**src/rtl/mux_pkg.sv**
```systemverilog
// Shared constants for the mux_10to5 word multiplexer.
//   MUX_DEFAULT_WIDTH : default data width of each input bus and the output
//   SEL_IN0 / SEL_IN1 : select encodings for the two input channels
package mux_pkg;

  localparam int unsigned MUX_DEFAULT_WIDTH = 5;

  localparam logic SEL_IN0 = 1'b0;
  localparam logic SEL_IN1 = 1'b1;

endpackage : mux_pkg

```
**src/rtl/mux_2to1.sv**
```systemverilog
// One-bit 2:1 mux slice built from gate primitives.
// Ports:
//   a   : bit routed to y when sel=0
//   b   : bit routed to y when sel=1
//   sel : channel select
//   y   : (a & ~sel) | (b & sel)
module mux_2to1 (
  input  logic a,
  input  logic b,
  input  logic sel,
  output logic y
);

  logic sel_n;
  logic a_term;
  logic b_term;

  not u_not_sel (sel_n, sel);
  and u_and_a   (a_term, a, sel_n);
  and u_and_b   (b_term, b, sel);
  or  u_or_y    (y, a_term, b_term);

endmodule : mux_2to1

```
**src/rtl/mux_10to5.sv**
```systemverilog
// Two-input word multiplexer with a zero-latency combinational output and a
// registered copy plus valid flag for pipelined consumers.
// Optional feature macro: MUX_10TO5_PARITY_EN adds a registered even-parity
// bit (parity_q) of the captured word.
// Ports:
//   clk, rst      : clock and asynchronous active-high reset of the register stage
//   in0, in1      : data words for select=0 / select=1
//   select        : channel select
//   in_valid      : qualifies the current word for capture
//   channel_out   : combinational mux result
//   channel_out_q : registered mux result (holds while in_valid=0)
//   out_valid     : channel_out_q was captured on the previous edge
//   parity_q      : XOR reduction of the captured word (only with the macro)
module mux_10to5
  import mux_pkg::*;
#(
  parameter int unsigned WIDTH = MUX_DEFAULT_WIDTH
) (
  input  logic             clk,
  input  logic             rst,
  input  logic [WIDTH-1:0] in0,
  input  logic [WIDTH-1:0] in1,
  input  logic             select,
  input  logic             in_valid,
  output logic [WIDTH-1:0] channel_out,
  output logic [WIDTH-1:0] channel_out_q,
`ifdef MUX_10TO5_PARITY_EN
  output logic             parity_q,
`endif
  output logic             out_valid
);

  logic [WIDTH-1:0] channel_out_d;
  logic             out_valid_d;
  logic             out_valid_q;

  // Row of per-bit mux slices forming the combinational datapath
  for (genvar i = 0; i < int'(WIDTH); i++) begin : g_slice
    mux_2to1 u_slice (
      .a   (in0[i]),
      .b   (in1[i]),
      .sel (select),
      .y   (channel_out[i])
    );
  end

  // Capture the mux result on valid cycles; the word holds otherwise
  always_comb begin
    channel_out_d = channel_out_q;
    out_valid_d   = 1'b0;
    if (in_valid) begin
      channel_out_d = channel_out;
      out_valid_d   = 1'b1;
    end
  end

  always_ff @(posedge clk or posedge rst) begin
    if (rst) begin
      channel_out_q <= '0;
      out_valid_q   <= 1'b0;
    end else begin
      channel_out_q <= channel_out_d;
      out_valid_q   <= out_valid_d;
    end
  end

  assign out_valid = out_valid_q;

`ifdef MUX_10TO5_PARITY_EN
  logic parity_d;

  // Even-parity bit tracks the captured word
  always_comb begin
    parity_d = parity_q;
    if (in_valid) begin
      parity_d = ^channel_out;
    end
  end

  always_ff @(posedge clk or posedge rst) begin
    if (rst) begin
      parity_q <= 1'b0;
    end else begin
      parity_q <= parity_d;
    end
  end
`endif

endmodule : mux_10to5

```
**config.mk**
```make
export PLATFORM = sky130hd
export DESIGN_NAME = mux_10to5
export DESIGN_NICKNAME = d
export VERILOG_FILES = /design/src/rtl/mux_pkg.sv /design/src/rtl/mux_2to1.sv /design/src/rtl/mux_10to5.sv
export SDC_FILE = /design/constraint.sdc
export NUM_CORES = 1
export LEC_CHECK = 0
export ABC_CLOCK_PERIOD_IN_PS = 1140
export BUFFER_PORTS_ARGS = -buffer_cell sky130_fd_sc_hd__buf_2
export CORE_AREA = 2 2 39 41
export CTS_CLUSTER_DIAMETER = 50
export DETAILED_ROUTE_END_ITERATION = 10
export DIE_AREA = 0 0 41 43
export PLACE_DENSITY = 0.54
export SLEW_MARGIN = 20
export SYNTH_ARGS = -nofsm -noshare
export SYNTH_HDL_FRONTEND = slang
export SYNTH_SLANG_ARGS = --single-unit
```
**constraint.sdc**
```tcl
create_clock -name clk -period 1.14 [get_ports clk]
set_input_delay 0.114 -clock clk [delete_from_list [all_inputs] [get_ports clk]]
set_output_delay 0.114 -clock clk [all_outputs]
set_load 0.005 [all_outputs]
```
==> results of run 1 <==
per-stage QoR:
step	instance area, um2	power [uW]
detailed placement	406.6	369.7
floorplan	304.0	318.2
finish	439.2	550.0
CTS	439.2	566.7
global route	439.2	589.0
global placement	406.6	367.8
logic make-up after synthesis:
family	share of synthesized area (%)
mux	37.04
flops	49.38
buf+inv	13.58
Yosys cell counts:
cell,instances
buf_4,5
mux2_2,10
inv_1,1
dfrtp_1,6
flip-flops by register name, summed over array words and instances, names as in the netlist:
register       cells
channel_out_q      5
out_valid          1
area by class of cell:
type	instances	area, um2	share of cell area [%]
Multi-Input combinational cell	10	112.6	25.64
Sequential cell	6	150.1	34.19
Timing Repair Buffer	25	130.1	29.63
Inverter	1	3.754	0.8547
Tap cell	16	20.02	4.558
Clock buffer	3	22.52	5.128
placed cells by master (no fill, tap or decap):
cell type      instances
buf_2                 24
clkbuf_4               3
dfrtp_1                6
dlygate4sd3_1          1
inv_1                  1
mux2_2                10
where the power goes:
part | internal [uW] | switching, uW | total [uW]
Combinational | 73.4 | 43.6 | 117
Sequential | 238 | 10.0 | 248
Clock | 118 | 66.6 | 185
final timing paths:
path | slack [ps] | cells past startpoint | endpoint | from
worst min-delay path | 70 | 1 | out_valid | in_valid
worst max-delay path | 290 | 1 | channel_out_q[0] | channel_out_q[0]
max in group asynchronous | 610 | 3 | out_valid | rst
worst max register to register | 400 | 1 | channel_out_q[2] | channel_out_q[2]
worst min register to register | 500 | 1 | channel_out_q[1] | channel_out_q[1]
min in group asynchronous | 340 | 3 | channel_out_q[0] | rst
layer usage:
metal / up-vias / GRT usage, %
met4: 0 / 10.00
li1: 117 / -
met1: 98 / 6.623
met2: 14 / 11.25
met5: - / 0
met3: 2 / 3.141
timing repair:
item,4_1_cts,5_1_grt
gates resized for setup,0,0
hold buffers,1,0
hold endpoints to repair,6,0
==> metrics.md, run 1 <==
| Metric | Value |
|---|---|
| Initial antenna violation count | 0 |
| Hold slack | 74.99 ps |
| GP Congestion | 0.5769 |
| I/O Buffers | 24 |
| Syn-to-layout area delta | 44.44% |
| Nets | 61 |
| Seq/Total Area, Yosys | 49.38% |
| Fin. Hold Viols | 0 |
| GRT overflow | 0 |
| Worst Setup Path Type | register to primary output |
| # fillers | 151 |
| Largest net degree at the start of global routing | 7 |
| Yosys top cell area share | 49.38% |
| Post-route non-filler standard cell count | 61 |
| Max Clock Freq | 1.182 GHz |
| H-tree Lvls | 1 |
| Layout cells sized above 1 | 82.22% |
| Drt pass-1 iters | 1 |
| DRC | 0 |
| RSZ-0062 raised after global routing | false |
| Routed Antenna Nets | 0 |
| WP data required | 1030 ps |
| Via-to-Cell Ratio | 3.787 |
| Hold WC Path Type | input pin to register |
| Die H | 43 um |
| Worst vdd ir | 0.4277 mV |
| TritonCTS Buffers | 3 |
| Fin util | 31.74% |
| Final slew viol count | 0 |
| Slew headroom | 84.03% |
| Die Wd | 41 um |
| Final worst path period share | 74.24% |
| Initial Utilization | 21.97% |
| Worst-margin pin slew | 239.3 ps |
| Met2 wire len | 280 um |
| Syn_nets | 36 |
| Initial drt markers | 0 |
| Post-Place Cells | 57 |
| CP max FO | 2 |
| Clk buf depth | 2 |
| Mapped Area | 304.0 um2 |
| CTS tree | yes |
| Leak | 0.0002272 uW |
| Worst-path clk slew | 40 ps |
| Clk Latency, worst-skew pair | 240 ps |
| Setup TNS | 0 ps |
| Critical path arrival | 730 ps |
| # IOs | 25 |
| Crit-path cells | buf_2 |
| Setup WS pre-CTS | 134.9 ps |
| Number of warnings issued by yosys | 0 |
| Metal3 WL | 79 um |
| Slowest stage cell, crit path | dfrtp_1 |
| Met1 Routed Length | 232 um |
| Tmin final | 846.4 ps |
| Root buffer cell | clkbuf_4 |
| Core box area | 0.001384 mm2 |
| Area leader, netlist | dfrtp_1 |
| Drt wl/cell | 9.852 um |
| DR top layer | met4 |
| Synth cell types | 4 |
| N_diodes | 0 |
| Clock Sink Count | 6 |
| Routed vias | 231 |
| Row cnt | 14 |
| GRT Total Usage | 7.801% |
| CP Launch Type | register |
| Number of synthesized register bits | 6 |
| Die area | 0.001763 mm2 |
| First-pass GRT wire length | 828 um |
| Setup bufs post-CTS | 0 |
| Pwr dens | 1252 mW/mm2 |
| Worst Clk Skew | 0 ps |
| Crit path buf inv count | 1 |
| Crit-path max cell delay | 370 ps |
| Final setup fails | 0 |
| Max cap viols | 0 |
| Post-Synthesis Cells | 22 |
| Vias in the first global route | 234 |
| Worst setup EP type | primary output |
| Syn avg cell area | 13.82 um2 |
| Ranking of synthesized cells by area | dfrtp_1 49%, mux2_2 37%, buf_4 12%, inv_1 1.2% |
| Status | finished clean |
| Top delay family on crit path | flip-flops |
| Routed WL | 601 um |
| Setup ws final | 293.6 ps |
No activity file was read; power rests on OpenSTA's default activity.
==> run 2, diff against run 1 <==
--- a/config.mk
+++ b/config.mk
@@ -5,13 +5,14 @@
 export SDC_FILE = /design/constraint.sdc
 export NUM_CORES = 1
 export LEC_CHECK = 0
-export ABC_CLOCK_PERIOD_IN_PS = 1140
+export ABC_AREA = 1
+export ABC_CLOCK_PERIOD_IN_PS = 820
 export BUFFER_PORTS_ARGS = -buffer_cell sky130_fd_sc_hd__buf_2
 export CORE_AREA = 2 2 39 41
 export CTS_CLUSTER_DIAMETER = 50
 export DETAILED_ROUTE_END_ITERATION = 10
 export DIE_AREA = 0 0 41 43
-export PLACE_DENSITY = 0.54
+export PLACE_DENSITY = 0.59
 export SLEW_MARGIN = 20
 export SYNTH_ARGS = -nofsm -noshare
 export SYNTH_HDL_FRONTEND = slang
==> constraint.sdc (replaced) <==
create_clock -name clk -period 0.82 [get_ports clk]
set_input_delay 0.082 -clock clk [delete_from_list [all_inputs] [get_ports clk]]
set_output_delay 0.082 -clock clk [all_outputs]
set_load 0.005 [all_outputs]
==> run 2 against run 1 <==
  * The flow now finishes with violations (negative setup slack)
  * Sequential share of layout area shrank 5.8 points
  * Combinational power grew 68%
  * Clock-buffer cell count is the same
  * Setup slack lost 310 ps
  * Die area is the same
  * Via count grew 72%
==> metrics.md, run 2 <==
| Metric | Value |
|---|---|
| Routed WL | 868 um (was 601 um) |
| Crit path from | channel_out_q[3] (was channel_out_q[0]) |
| Hold WC Path Type | input pin to register (unchanged) |
| I/O Buffers | 24 (unchanged) |
| Power share of the clock group | 33.5% (was 33.6%) |
| Critical path arrival | 750 ps (was 730 ps) |
| Slew headroom | 85.16% (was 84.03%) |
| Worst-margin pin slew | 222.3 ps (was 239.3 ps) |
| Largest net degree at the start of global routing | 8 (was 7) |
| Largest Register | channel_out_q (unchanged) |
| CP endpoint | channel_out_q[3] (was channel_out_q[0]) |
| Ranking of synthesized cells by area | dfrtp_1 41%, nand2_1 19%, inv_1 12%, buf_4 10%, and2_1 8.4% (was dfrtp_1 49%, mux2_2 37%, buf_4 12%, inv_1 1.2%) |
| Via-to-Cell Ratio | 4.135 (was 3.787) |
| TritonCTS Buffers | 3 (unchanged) |
| Combinational share of power | 24.4% (was 21.3%) |
| Reg2reg end | channel_out_q[2] (unchanged) |
| Max reg flops | 5 (unchanged) |
| Initial antenna violation count | 0 (unchanged) |
| Drt pass-1 iters | 4 (was 1) |
| Most frequent cells in the layout | 24 x buf_2, 19 x nand2_1, 12 x inv_1, 6 x dfrtp_1 (was 24 x buf_2, 10 x mux2_2, 6 x dfrtp_1, 3 x clkbuf_4) |
| Crit-path cells | buf_2 (unchanged) |
| CP Depth | 1 (unchanged) |
| Leak | 0.0003423 uW (was 0.0002272 uW) |
| Placed inst area | 473.0 um2 (was 406.6 um2) |
| Final worst path period share | 101.4% |
| Synth cell types | 8 (was 4) |
| Cts repair resizes | 0 (unchanged) |
| H-tree Lvls | 1 (unchanged) |
| Post-Synthesis Cells | 54 (was 22) |
| GRT Total Usage | 10.56% (was 7.801%) |
| Worst Clk Skew | 0 ps (unchanged) |
| Fin util | 38.16% (was 31.74%) |
| Number of synthesized flops with an enable pin | 0 (unchanged) |
| Crit-path max cell delay | 380 ps (was 370 ps) |
| Routed vias | 397 (was 231) |
| Syn-to-layout area delta | 42.57% (was 44.44%) |
| Max Clock Freq | 1.202 GHz |
| Worst Setup Path Type | register to primary output (unchanged) |
| N_diodes | 0 (unchanged) |
| CP max FO | 2 (unchanged) |
| Top-count cell post-synth | nand2_1 (was mux2_2) |
| Clk buf depth | 2 (unchanged) |
| Number of synthesized register bits | 6 (unchanged) |
| # fillers | 160 (was 151) |
| First-pass GRT wire length | 1.242 mm (was 828 um) |
| Slowest stage cell, crit path | dfrtp_1 (unchanged) |
| Setup ws final | -11.88 ps (was 293.6 ps) |
| Area leader, netlist | dfrtp_1 (unchanged) |
| Dpl hpwl | 685 um |
| Die Wd | 41 um (unchanged) |
| Setup TNS | -26.30 ps (was 0 ps) |
| Post-synth top cells | 19 x nand2_1, 12 x inv_1, 6 x dfrtp_1 (was 10 x mux2_2, 6 x dfrtp_1, 5 x buf_4) |
| Failing checks | negative setup slack |
| Number of warnings issued by yosys | 0 (unchanged) |
| Clock Sink Count | 6 (unchanged) |
| Clk Latency, worst-skew pair | 240 ps (about the same) |
| Worst R2R Path Depth | 3 (was 1) |
| Routed Antenna Nets | 0 (unchanged) |
| Syn avg cell area | 6.858 um2 (was 13.82 um2) |
| Ys async rst share | 100.0% (unchanged) |
| Layout cells sized above 1 | 40.00% (was 82.22%) |
| Worst vdd ir | 0.7328 mV (was 0.4277 mV) |
| Fin. Hold Viols | 0 (unchanged) |
| Yosys top cell area share | 40.54% (was 49.38%) |
| Hold slack | 40.79 ps (was 74.99 ps) |
| Top delay family on crit path | flip-flops (unchanged) |
| Reg-to-reg slack, setup | 100 ps (was 400 ps) |
| Final slew viol count | 0 (unchanged) |
| Internal Pwr Total | 597.8 uW (was 429.7 uW) |
| Tmin final | 831.9 ps |
| GRT overflow | 0 (unchanged) |
| Initial Utilization | 26.76% (was 21.97%) |
| Crit path buf inv count | 1 (unchanged) |
| # IOs | 25 (unchanged) |
| Synth Flop Type | dfrtp_1 (unchanged) |
| Core box area | 0.001384 mm2 (unchanged) |
| RSZ-0062 raised after global routing | true (was false) |
| Sequential share of power | 42.1% (was 45.1%) |
| WP data required | 740 ps (was 1030 ps) |
| Status | complete, but fails checks (was finished clean) |
| Row cnt | 14 (unchanged) |
| Critical R2R Launch | channel_out_q[2] (unchanged) |
| Most common cell after layout, fill and taps aside | buf_2 (unchanged) |
| Switching Share | 25.95% (was 21.86%) |
| Initial drt markers | 7 (was 0) |
| Vias in the first global route | 332 (was 234) |
| Root buffer cell | clkbuf_4 (unchanged) |
| Nets | 96 (was 61) |
| GP Congestion | 0.7156 (was 0.5769) |
| Post-Layout Inst Area | 528.0 um2 (was 439.2 um2) |
| Syn_nets | 68 (was 36) |
| Mapped Area | 370.4 um2 (was 304.0 um2) |
| CTS tree | yes (unchanged) |
| Pwr dens | 1529 mW/mm2 (was 1252 mW/mm2) |
| Net Switching | 209.5 uW (was 120.2 uW) |
| DRC | 0 (unchanged) |
| Worst setup EP type | primary output (unchanged) |
| CP Launch Type | register (unchanged) |
| Die H | 43 um (unchanged) |
| Die area | 0.001763 mm2 (unchanged) |
| Final setup fails | 3 (was 0) |
| Worst-path clk slew | 40 ps (about the same) |
| Drt wl/cell | 9.042 um (was 9.852 um) |
| Max cap viols | 0 (unchanged) |
| Seq/Total Area, Yosys | 40.54% (was 49.38%) |
run 2: final cells by class:
class                      count  area (um2)  share of cell area [%]
tap                           16       20.02                   3.791
timing repair buffer          28       152.6                   28.91
clock buffer                   3       22.52                   4.265
sequential                     6       150.1                   28.44
multi-input combinational     30       133.9                   25.36
inverter                      13       48.80                   9.242
run 2: power groups by stage:
stage                     sequential (uW)  clock [uW]  combinational, uW
after floorplan                       347           0                101
after global placement                343           0                175
after detailed placement              344           0                174
after CTS                             340         267                178
after global routing                  342         285                230
final                                 340         270                197
run 2: logic make-up after synthesis:
| family | count (synthesis) | synth area share [%] |
|---|---|---|
| DFF | 6 | 40.54 |
| buffers and inverters | 18 | 23.31 |
| and+or+nand+nor | 30 | 36.15 |
run 2: metal layers:
layer	share of wire (%)	routed length, um	track usage (%)
met1	43	374	13.33
met2	47	407	15.31
met3	9.9	86	3.141
met4	0	0	6.000
met5	0	0	0
run 2: repair_timing:
action	4_1_cts	5_1_grt
setup buffers	0	3
pin swaps	0	0
endpoints found under the hold margin	6	0
hold buffers	1	0
endpoints found under the setup margin	3	5
run 2: worst min-delay path by stage:
stage	cells past startpoint	startpoint	slack, ps	to
final	1	in_valid	40	out_valid
after global placement	2	rst	-4	out_valid
after CTS	1	in_valid	50	out_valid
after detailed placement	2	rst	-3	out_valid
after floorplan	1	rst	-130	channel_out_q[0]
after global routing	1	in_valid	50	out_valid
run 2: worst reg2reg max path, stage by stage, from the launching register on:
cell and delay (ps):
dfrtp_1 380, buf_4 130, nand2_1 50, nand2_1 50
run 2: through the flow:
step | power (uW) | setup WS, ps | std cells
after floorplan | 447.3 | 233.2 | 54
after global routing | 856.5 | -40.80 | 96
after detailed placement | 517.6 | 94.39 | 89
final | 807.3 | -11.88 | 96
after global placement | 517.2 | 104.0 | 89
after CTS | 785.2 | -7.955 | 93
